`src/rtl/seg_scan_decoder.sv`:
```
// Recovers two 16-bit values from a multiplexed, active-low 7-segment scan (8 digits).
// Optional partial-frame scan timeout is enabled by defining SCAN_TIMEOUT_EN.
module seg_scan_decoder #(
    parameter int unsigned STABLE_CYCLES  = 16,
    parameter int unsigned TIMEOUT_CYCLES = 1048576
) (
    input  logic        Clk,
    input  logic        Reset,
    input  logic [6:0]  out7,
    input  logic [7:0]  en_out,
    output logic [15:0] NumberA,
    output logic [15:0] NumberB,
    output logic        frame_valid,
    output logic        seg_err,
    output logic        stale
);

    localparam logic [7:0] StableMax = 8'(STABLE_CYCLES);

    if (STABLE_CYCLES < 2 || STABLE_CYCLES > 255) begin : g_badStable
        $error("seg_scan_decoder: STABLE_CYCLES must be in 2..255");
    end
    if (TIMEOUT_CYCLES < 1) begin : g_badTimeout
        $error("seg_scan_decoder: TIMEOUT_CYCLES must be at least 1");
    end

    logic [6:0]  segMeta_q, segSync_q;
    logic [7:0]  enMeta_q, enSync_q;
    logic [14:0] prev_q;
    logic [7:0]  stableCnt_q, stableCnt_d;
    logic [31:0] shadow_q, shadow_d;
    logic [7:0]  seen_q, seen_d;
    logic [15:0] numA_q, numA_d, numB_q, numB_d;
    logic        frameValid_q, frameValid_d;
    logic        segErr_q, segErr_d;

    logic        legalSel;
    logic [2:0]  digitIdx;
    logic        capture;
    logic        glyphOk;
    logic [3:0]  glyphVal;
    logic        validCapture;
    logic        timeoutHit;

    // Active-low {a..g} glyph to {recognised, nibble}.
    function automatic logic [4:0] decodeGlyph(input logic [6:0] g);
        case (g)
            7'h01:   return {1'b1, 4'h0};
            7'h4F:   return {1'b1, 4'h1};
            7'h12:   return {1'b1, 4'h2};
            7'h06:   return {1'b1, 4'h3};
            7'h4C:   return {1'b1, 4'h4};
            7'h24:   return {1'b1, 4'h5};
            7'h20:   return {1'b1, 4'h6};
            7'h0F:   return {1'b1, 4'h7};
            7'h00:   return {1'b1, 4'h8};
            7'h04:   return {1'b1, 4'h9};
            7'h08:   return {1'b1, 4'hA};
            7'h60:   return {1'b1, 4'hB};
            7'h31:   return {1'b1, 4'hC};
            7'h42:   return {1'b1, 4'hD};
            7'h30:   return {1'b1, 4'hE};
            7'h38:   return {1'b1, 4'hF};
            default: return 5'b0_0000;
        endcase
    endfunction

    always_comb begin
        legalSel = 1'b0;
        digitIdx = '0;
        for (int i = 0; i < 8; i++) begin
            if (enSync_q == ~(8'd1 << i)) begin
                legalSel = 1'b1;
                digitIdx = 3'(i);
            end
        end
    end

    // The counter saturates at StableMax, so capture fires only on the entering edge.
    always_comb begin
        if (!legalSel) begin
            stableCnt_d = '0;
        end else if ({enSync_q, segSync_q} == prev_q) begin
            stableCnt_d = (stableCnt_q == StableMax) ? stableCnt_q : stableCnt_q + 8'd1;
        end else begin
            stableCnt_d = 8'd1;
        end
        capture = legalSel && (stableCnt_d == StableMax) && (stableCnt_q != StableMax);
    end

    assign {glyphOk, glyphVal} = decodeGlyph(segSync_q);
    assign validCapture = capture && glyphOk;

    // A capture landing on the frame-completion edge belongs to the next frame.
    always_comb begin
        seen_d       = seen_q;
        shadow_d     = shadow_q;
        numA_d       = numA_q;
        numB_d       = numB_q;
        frameValid_d = 1'b0;
        segErr_d     = 1'b0;
        if (seen_q == 8'hFF) begin
            numA_d       = shadow_q[31:16];
            numB_d       = shadow_q[15:0];
            frameValid_d = 1'b1;
            seen_d       = '0;
        end else if (timeoutHit) begin
            seen_d = '0;
        end
        if (capture) begin
            if (glyphOk) begin
                shadow_d[{digitIdx, 2'b00} +: 4] = glyphVal;
                seen_d[digitIdx]                 = 1'b1;
            end else begin
                segErr_d = 1'b1;
            end
        end
    end

    always_ff @(posedge Clk or negedge Reset) begin
        if (!Reset) begin
            segMeta_q    <= '1;
            segSync_q    <= '1;
            enMeta_q     <= '1;
            enSync_q     <= '1;
            prev_q       <= '1;
            stableCnt_q  <= '0;
            shadow_q     <= '0;
            seen_q       <= '0;
            numA_q       <= '0;
            numB_q       <= '0;
            frameValid_q <= 1'b0;
            segErr_q     <= 1'b0;
        end else begin
            segMeta_q    <= out7;
            segSync_q    <= segMeta_q;
            enMeta_q     <= en_out;
            enSync_q     <= enMeta_q;
            prev_q       <= {enSync_q, segSync_q};
            stableCnt_q  <= stableCnt_d;
            shadow_q     <= shadow_d;
            seen_q       <= seen_d;
            numA_q       <= numA_d;
            numB_q       <= numB_d;
            frameValid_q <= frameValid_d;
            segErr_q     <= segErr_d;
        end
    end

`ifdef SCAN_TIMEOUT_EN
    localparam int IdleW = $clog2(TIMEOUT_CYCLES + 1);
    localparam logic [IdleW-1:0] IdleLimit = IdleW'(TIMEOUT_CYCLES);

    logic [IdleW-1:0] idle_q, idle_d;
    logic             stale_q, stale_d;

    // Idle time is only tracked while a partial frame is pending.
    always_comb begin
        idle_d = '0;
        if (!validCapture && (seen_q != 8'h00)) begin
            idle_d = idle_q + 1'b1;
        end
        timeoutHit = (seen_q != 8'h00) && (seen_q != 8'hFF) && (idle_d == IdleLimit);
        stale_d    = stale_q;
        if (seen_q == 8'hFF) begin
            stale_d = 1'b0;
        end else if (timeoutHit) begin
            stale_d = 1'b1;
        end
    end

    always_ff @(posedge Clk or negedge Reset) begin
        if (!Reset) begin
            idle_q  <= '0;
            stale_q <= 1'b0;
        end else begin
            idle_q  <= idle_d;
            stale_q <= stale_d;
        end
    end

    assign stale = stale_q;
`else
    assign timeoutHit = 1'b0;
    assign stale      = 1'b0;
`endif

    assign NumberA     = numA_q;
    assign NumberB     = numB_q;
    assign frame_valid = frameValid_q;
    assign seg_err     = segErr_q;

endmodule

```
`config.mk`:
```
export PLATFORM = sky130hd
export DESIGN_NAME = seg_scan_decoder
export DESIGN_NICKNAME = d
export VERILOG_FILES = /design/src/rtl/seg_scan_decoder.sv
export SDC_FILE = /design/constraint.sdc
export NUM_CORES = 1
export LEC_CHECK = 0
export ABC_AREA = 1
export ABC_CLOCK_PERIOD_IN_PS = 4860
export BUFFER_PORTS_ARGS = -buffer_cell sky130_fd_sc_hd__buf_2
export CAP_MARGIN = 20
export CORE_MARGIN = 1
export CORE_UTILIZATION = 38
export DETAILED_ROUTE_END_ITERATION = 6
export PLACE_DENSITY = 0.57
export SKIP_CTS_REPAIR_TIMING = 1
export SLEW_MARGIN = 20
export SYNTH_ARGS = -nofsm -noshare
export SYNTH_HDL_FRONTEND = slang
export SYNTH_SLANG_ARGS = --single-unit
```
`constraint.sdc`:
```
create_clock -name Clk -period 4.86 [get_ports Clk]
set_input_delay 0.243 -clock Clk [delete_from_list [all_inputs] [get_ports Clk]]
set_output_delay 0.243 -clock Clk [all_outputs]
set_load 0.02 [all_outputs]
```
# --- Word level (Yosys, flattened, before mapping) ---
# Index checks and enable logic that the tools add are counted.
classes:
  n_shift: 2
  magnitude_cmp: 2
  muxes: 28
  eq_ne: 28
  n_reduce_logical: 5
  n_bitwise: 1
  n_addsub: 2
op_table:
  columns: ["cell", "count"]
  rows:
  - ["$pmux W5 S16", 1]
  - ["$eq A8 B8 Y1 const B", 8]
  - ["$mux W8", 6]
  - ["$eq A7 B6 Y1 const B", 5]
  - ["$bwmux W32", 1]
  - ["$shift A4 B7 Y32 const A", 1]
  - ["$shiftx A4 B7 Y32", 1]
  - ["$eq A7 B7 Y1 const B", 4]
  - ["$mux W3", 6]
  - ["$eq A8 B5 Y1 const B", 2]
  - ["$eq A15 B15 Y1", 1]
  - ["$eq A7 B3 Y1 const B", 2]
  - ["$eq A7 B4 Y1 const B", 2]
  - ["$mux W1", 13]
  - ["$add A8 B1 Y8 const B", 1]
  - ["$eq A8 B7 Y1 const B", 1]
  - ["$ne A8 B5 Y1 const B", 1]
  - ["$or A8 B8 Y8", 1]
  - ["$eq A7 B1 Y1 const B", 1]
  - ["$eq A7 B5 Y1 const B", 1]
  - ["$logic_not A7 Y1", 1]
  - ["$neg A5 Y7", 1]
  - ["$lt A3 B4 Y1 const B", 1]
  - ["$demux W1 S3", 1]
  - ["3 further kinds", 5]
totals:
  in_bits: 17
  elab_cells: 80
  reg_bits: 127

# --- Logic depth before layout (Yosys ltp) ---
# Gate-level depths: netlist of the first run.
depth:
  depth_word: 15
  depth_mapped: 16
  ltp_nobuf: 15

# --- Worst setup path before layout of the first run ---
# OpenSTA, ideal clock, no wires.
synth_timing:
  path_kind: "flip-flop to flip-flop"
  startpoint: "reg enSync_q[4]"
  endpoint: "reg shadow_q[0]"
  setup_slack_ns: 2.276
  path_buffers: 1
  path_stages_with_launch: 13
  arrival_time_ns: 2.463
  period_less_slack_ns: 2.584
  required_ns: 4.738
  setup_ns: 0.122
  path_cell_list: "dfstp_2 > nand2_1 > nor2_2 > inv_2 > o21ai_0 > nor2_1 > buf_2 > ha_1 > ha_1 > nor3_1 > inv_1 > o21bai_1 > nand2_1"
synth_between:
  elab_chain_len: 14
  word_cells_on_any_way: 34
  classes_between: "add/sub: 1; eq/ne: 10; shift: 2; mux: 18; reduce/logical: 3"
synth_lines:
  columns: ["item", "line_no", "rtl"]
  rows:
  - ["from (decl)", "28", "logic [7:0] enMeta_q, enSync_q;"]
  - ["from (signal assigned)", "138", "enSync_q <= enMeta_q;"]
  - ["branches (longest 14 deep; another with $neg A5 Y7)", null, null]
  - ["to (signal assigned)", "141", "shadow_q <= shadow_d;"]
  - ["to (decl)", "31", "logic [31:0] shadow_q, shadow_d;"]
# Parallel ways; which one is timed is not known.
# A chain may end at the register's enable or synchronous reset.

# --- Worst setup path in the final report of the first run ---
layout_timing:
  startpoint: "reg enSync_q[5]"
  endpoint: "reg shadow_q[3]"
# The elaborated chain is that of the path after synthesis.

==> impl_metrics.env, run 1 <==
export IMPL_required_ps=5160
export IMPL_diodes=0
export IMPL_htreeDepth=4
export IMPL_critical_path_max_stage_delay_ps=610
export IMPL_rsz0062_at_grt="false"
export IMPL_dp_slack_ps=1800
export IMPL_io_pins=52
export IMPL_drt_total_wl_um=10900
export IMPL_clkLatencyLatePin_ps=420
export IMPL_fill_cells=1319
export IMPL_cts_sinks=127
export IMPL_ir_worst_vdd_uv=230
export IMPL_die_h_um=123
export IMPL_synthDistinctLibCells=33
export IMPL_crit_chain="inv_1 -> nand2_1 -> nor2_1 -> nand2_1 -> nand2_1 -> nor2_1 -> ha_1 -> ha_1 -> nor3_1 -> inv_1 -> o21bai_1 -> nand2_1"
export IMPL_worstPathMaxFanout=11
export IMPL_avgRoutedWirePerCell_um=12.4
export IMPL_grt_pass1_wl_um=18000
export IMPL_antenna_left=0
export IMPL_gp_congestion=0.921
export IMPL_startpoint_type="flop"
export IMPL_seq_area_um2=3230
export IMPL_multiInputGateArea_um2=1980
export IMPL_synth_seq_cells=127
export IMPL_maxCapViolations=0
export IMPL_place_hpwl_um=7480
export IMPL_hold_viol=0
export IMPL_slew_headroom=0.474
export IMPL_fp_dieW_um=123
export IMPL_gr_total_overflow=0
export IMPL_worst_slew_pin_transition_ps=786
export IMPL_yosys_warnings=0
export IMPL_slew_viol_final=0
export IMPL_coreArea_um2=14100
export IMPL_cpMostUsedCell="nand2_1"
export IMPL_drtPass1Iterations=4
export IMPL_nets=709
export IMPL_tns_ps=0
export IMPL_initial_core_util=0.396
export IMPL_p_per_area_nw_per_um2=359
export IMPL_cts_root_buf="clkbuf_16"
export IMPL_slowest_stage="nor2_1"
export IMPL_setup_worst_path_start="enSync_q[5]"
export IMPL_cellLeakagePower_uw=0.00324
export IMPL_endpoint_kind="flop"
export IMPL_min_period_ps=3090
export IMPL_rows=43
export IMPL_drcViolationCount=0
export IMPL_fmax_mhz=323
export IMPL_fin_cells=881
export IMPL_globalRouteTotalUtil=0.158
export IMPL_ys_seq_area_frac=0.579
export IMPL_finalWorstSetupSlack_ps=1770
export IMPL_via_per_inst=4.67
export IMPL_syn_mean_instance_area_um2=9.11
export IMPL_areaGrowthSynthToFinish_pct=21.6
export IMPL_vias=4110
export IMPL_worstHoldStart="enMeta_q[5]"
export IMPL_cts_inserted_buffers=17
export IMPL_grt_pass1_vias=3821
export IMPL_r2r_start="enSync_q[5]"
export IMPL_holdWs_ps=348
export IMPL_syn_area_um2=5590
export IMPL_port_buffer_count=50
export IMPL_dp_cells=833
export IMPL_setup_viol=0
export IMPL_cp_arrival_ps=3390
export IMPL_worstHoldPathType="flop to flop"
export IMPL_cts_tree="done"
export IMPL_clock_path_buffers=2
export IMPL_synthCells=613
export IMPL_total_power_uw=2440
export IMPL_finClkSkew_ps=7.66
export IMPL_syn_nets=634
export IMPL_critPathKind="flop to flop"
export IMPL_drt_iter0_markers=279
export IMPL_die_area_um2=15200
export IMPL_drive_above_1_share=0.213
export IMPL_status="finished clean"
export IMPL_period_share=0.636
export IMPL_grt_start_max_net_pins=87
export IMPL_clk_pin_slew_ps=60
export IMPL_antenna_found_initial=0
## cells in the mapped netlist (all sizes together)
cell | instances | area, µm²
a21oi | 4 | 20.0
buf | 4 | 22.5
clkbuf | 7 | 26.3
conb | 1 | 3.75
dfrtp | 82 | 2050
dfstp | 45 | 1180
ha | 4 | 50.1
inv | 87 | 327
nand2 | 141 | 539
nand3 | 48 | 263
nand3b | 1 | 7.51
nand4 | 13 | 93.8
nor2 | 69 | 319
nor3 | 10 | 50.1
nor3b | 1 | 7.51
nor4 | 1 | 6.26
o211ai | 2 | 15.0
o21ai | 46 | 230
o21bai | 28 | 210
o22ai | 1 | 6.26
o41ai | 1 | 8.76
or2 | 1 | 6.26
xnor2 | 9 | 78.8
xor2 | 7 | 61.3
## worst max-delay path, delay by kind of cell (launching register included)
family | cells | cell delay (ps)
buf+inv | 2 | 230
compound gates | 1 | 190
fa+ha+maj | 2 | 610
flops | 1 | 560
simple gates | 7 | 1380
## state kept, by name, indices dropped and copies added (netlist names)
signal       cells
frame_valid      1
prev_q          15
segMeta_q        7
stableCnt_q      8
enSync_q         8
NumberA         16
NumberB         16
shadow_q        32
enMeta_q         8
seen_q           8
segSync_q        7
seg_err          1
## per-stage QoR
step | instance area, µm² | util
after floorplan | 5590 | -
after global placement | 6030 | 0.427
after detailed placement | 6030 | 0.427
after CTS | 6630 | 0.470
after global routing | 6800 | 0.482
final | 6800 | 0.482
## logic make-up (layout without fill, tap and decap cells)
logic type / count (synthesis) / in the layout / share of synthesized area
other cells: 1 / 1 / 0.000671
simple gates: 285 / 285 / 0.231
buf+inv: 98 / 186 / 0.0672
compound gates: 82 / 82 / 0.0878
xor+xnor: 16 / 16 / 0.0251
flops: 127 / 127 / 0.579
fa+ha+maj: 4 / 4 / 0.00896
## power by group
group | total, µW | internal (µW) | switching [µW]
registers | 1110 | 1090 | 14.8
clock network | 1250 | 812 | 433
logic | 86.8 | 30.8 | 56.0
total | 2440 | 1940 | 504
## layout make-up
| class | instances | area share |
|---|---|---|
| Clock buffer | 30 | 0.0865 |
| Clock inverter | 2 | 0.00184 |
| Inverter | 87 | 0.0481 |
| Multi-Input combinational cell | 388 | 0.292 |
| Sequential cell | 127 | 0.476 |
| Tap cell | 180 | 0.0331 |
| Timing Repair Buffer | 67 | 0.0624 |
## placed cells by master, fill, tap and decap left out, drive strengths merged
master / n
a21oi: 4
buf: 51
clkbuf: 30
clkinv: 1
clkinvlp: 1
conb: 1
dfrtp: 82
dfstp: 45
dlygate4sd3: 16
ha: 4
inv: 87
nand2: 141
nand3: 48
nand3b: 1
nand4: 13
nor2: 69
nor3: 10
nor3b: 1
nor4: 1
o211ai: 2
o21ai: 46
o21bai: 28
o22ai: 1
o41ai: 1
or2: 1
xnor2: 9
xor2: 7
## final timing paths
kind / endpoint / slack, ps / depth (start not counted)
setup / recovery: shadow_q[3] / 1770 / 12
hold / removal: enSync_q[5] / 350 / 0
setup reg to reg: shadow_q[3] / 1770 / 12
hold reg to reg: enSync_q[5] / 350 / 0
max in group asynchronous: shadow_q[7] / 3350 / 3
min in group asynchronous: seg_err / 420 / 2
## metal layers
layer / wire, µm / global-route usage / share of wire
met1: 5450 / 0.213 / 0.50
met3: 445 / 0.0503 / 0.041
met5: 0 / 0 / 0
met4: 244 / 0.0911 / 0.022
met2: 4780 / 0.222 / 0.44
Note: power is estimated with default switching activity, not from simulation.
==> run 2, diff against run 1 <==
- ABC_CLOCK_PERIOD_IN_PS: 4860 -> 2600
- PLACE_DENSITY: 0.57 -> 0.59
- clock period: 4.86 -> 2.6 ns (I/O delays scaled with it)
==> run 2 against run 1 <==
  * Sequential share of layout area fell by 1.4 points
  * Clock power grew 90%
  * Sequential power is 86% higher
  * Routed wire length increased by 2.0%
  * First-iteration DRC count fell by 41%
  * Sequential cell count stayed put
  * Worst hold slack got worse by 110 ps
  * Die area is the same
  * Final area up 3.0%
  * Highest routed layer unchanged
==> impl_metrics.env, run 2 (synthesis gave the netlist of run 1 again) <==
export IMPL_fp_dieW_um=123
export IMPL_drt_total_wl_um=11100
export IMPL_grt_pass1_vias=4112
export IMPL_cell_internal_pwr_uw=3620
export IMPL_path_buf_inv=0
export IMPL_clock_path_buffers=2
export IMPL_place_hpwl_um=7850
export IMPL_regToRegSetupSlack_ps=190
export IMPL_grt_pass1_wl_um=18800
export IMPL_r2r_end="shadow_q[6]"
export IMPL_final_common_cell="nand2_1"
export IMPL_slowest_stage="dfstp_2"
export IMPL_maxCapViolations=0
export IMPL_cp_arrival_ps=2760
export IMPL_endpoint_kind="flop"
export IMPL_critPathKind="flop to flop"
export IMPL_diodes=0
export IMPL_cts_inserted_buffers=17
export IMPL_final_core_util=0.497
export IMPL_areaGrowthSynthToFinish_pct=25.3
export IMPL_clkLatencyLatePin_ps=420
export IMPL_combPwrFrac=0.039
export IMPL_finClkSkew_ps=7.93
export IMPL_critical_path_max_stage_delay_ps=590
export IMPL_largest_reg_flops=32
export IMPL_fill_cells=1315
export IMPL_worstHoldPathType="primary input to async pin"
export IMPL_crit_chain="xnor2_1 -> nand2_1 -> nor2_1 -> nand2_1 -> nor2_2 -> nand4_2 -> nor2_4 -> nand3_4 -> nor2_4 -> nand3_1 -> nand2_1"
export IMPL_status="finished clean"
export IMPL_gr_total_overflow=0
export IMPL_gp_congestion=0.894
export IMPL_rows=43
export IMPL_dp_cells=853
export IMPL_slew_headroom=0.662
export IMPL_cellLeakagePower_uw=0.00333
export IMPL_cts_tree="done"
export IMPL_r2r_start="segSync_q[0]"
export IMPL_vias=4213
export IMPL_p_per_area_nw_per_um2=662
export IMPL_fin_area_um2=7000
export IMPL_fmax_mhz=416
export IMPL_tns_ps=0
export IMPL_slew_viol_final=0
export IMPL_largest_register="shadow_q"
export IMPL_startpoint_type="flop"
export IMPL_fin_cells=902
export IMPL_drtPass1Iterations=4
export IMPL_nets=730
export IMPL_switchingPower_uw=1010
export IMPL_final_cell_mix="nand2_1 (134), inv_1 (83), dfrtp_1 (82), nor2_1 (55), buf_2 (49)"
export IMPL_hold_viol=0
export IMPL_htreeDepth=4
export IMPL_worstPathMaxFanout=8
export IMPL_setup_viol=0
export IMPL_die_h_um=123
export IMPL_drt_iter0_markers=166
export IMPL_antenna_left=0
export IMPL_port_buffer_count=50
export IMPL_required_ps=2950
export IMPL_die_area_um2=15200
export IMPL_min_period_ps=2410
export IMPL_seqPwrFrac=0.447
export IMPL_initial_core_util=0.396
export IMPL_clkPwrFrac=0.514
export IMPL_avgRoutedWirePerCell_um=12.3
export IMPL_clk_pin_slew_ps=60
export IMPL_cpLargestDelayFamily="simple AND/OR/NAND/NOR gates"
export IMPL_drcViolationCount=0
export IMPL_period_share=0.925
export IMPL_drive_above_1_share=0.251
export IMPL_via_per_inst=4.67
export IMPL_grt_start_max_net_pins=47
export IMPL_rr_worst_depth=11
export IMPL_cts_root_buf="clkbuf_16"
export IMPL_cts_sinks=127
export IMPL_ir_worst_vdd_uv=508
export IMPL_globalRouteTotalUtil=0.162
export IMPL_holdWs_ps=241
export IMPL_worst_slew_pin_transition_ps=507
export IMPL_cpMostUsedCell="nand2_1"
export IMPL_sw_frac_of_total=0.219
export IMPL_io_pins=52
export IMPL_post_dp_cell_area_um2=6200
export IMPL_coreArea_um2=14100
export IMPL_antenna_found_initial=0
-- run 2: cell count changes in the layout (fill, tap and decap cells not counted), sizes merged --
| cell | previous run | this run |
|---|---|---|
| buf | 51 | 72 |
| clkbuf | 30 | 18 |
| clkinv | 1 | 6 |
| bufinv | 0 | 3 |
| clkinvlp | 1 | 3 |
| inv | 87 | 89 |
-- run 2: worst max-delay path by stage --
stage,start,endpoint,slack [ps],depth (start not counted)
3_5_place_dp,enSync_q[2],shadow_q[25],60,12
6_report,segSync_q[0],shadow_q[6],190,11
3_3_place_gp,enSync_q[4],shadow_q[26],120,12
4_1_cts,enSync_q[4],shadow_q[25],60,12
5_1_grt,enSync_q[0],shadow_q[16],-10,13
2_1_floorplan,enSync_q[4],shadow_q[0],20,12
-- run 2: area by class of cell --
cell class,count,area (µm²),area share
clock inverters,14,166,0.0238
multi-input cells,388,2020,0.288
clock buffers,18,429,0.0613
well taps,180,225,0.0322
inverters,87,327,0.0466
repair buffers,88,603,0.0861
flip-flops and latches,127,3230,0.462
-- run 2: power by group through the flow --
stage / combinational, µW / sequential (µW) / clock [µW]
3_5_place_dp: 164 / 2100 / 0
3_3_place_gp: 161 / 2100 / 0
6_report: 183 / 2070 / 2380
5_1_grt: 210 / 2070 / 2520
4_1_cts: 165 / 2070 / 2450
2_1_floorplan: 81.9 / 2100 / 0
-- run 2: routing by layer --
layer	wire length, µm	vias up	GRT usage
met2	5150	77	0.252
li1	-	2141	-
met3	399	13	0.0480
met4	159	0	0.0761
met1	5430	1982	0.207
met5	0	-	0
-- run 2: metrics by stage --
step	total power, µW	setup slack, ps
floorplan	2180	15.5
global placement	2260	119
detailed placement	2270	60.7
CTS	4680	57.5
global route	4810	-14.0
finish	4630	195
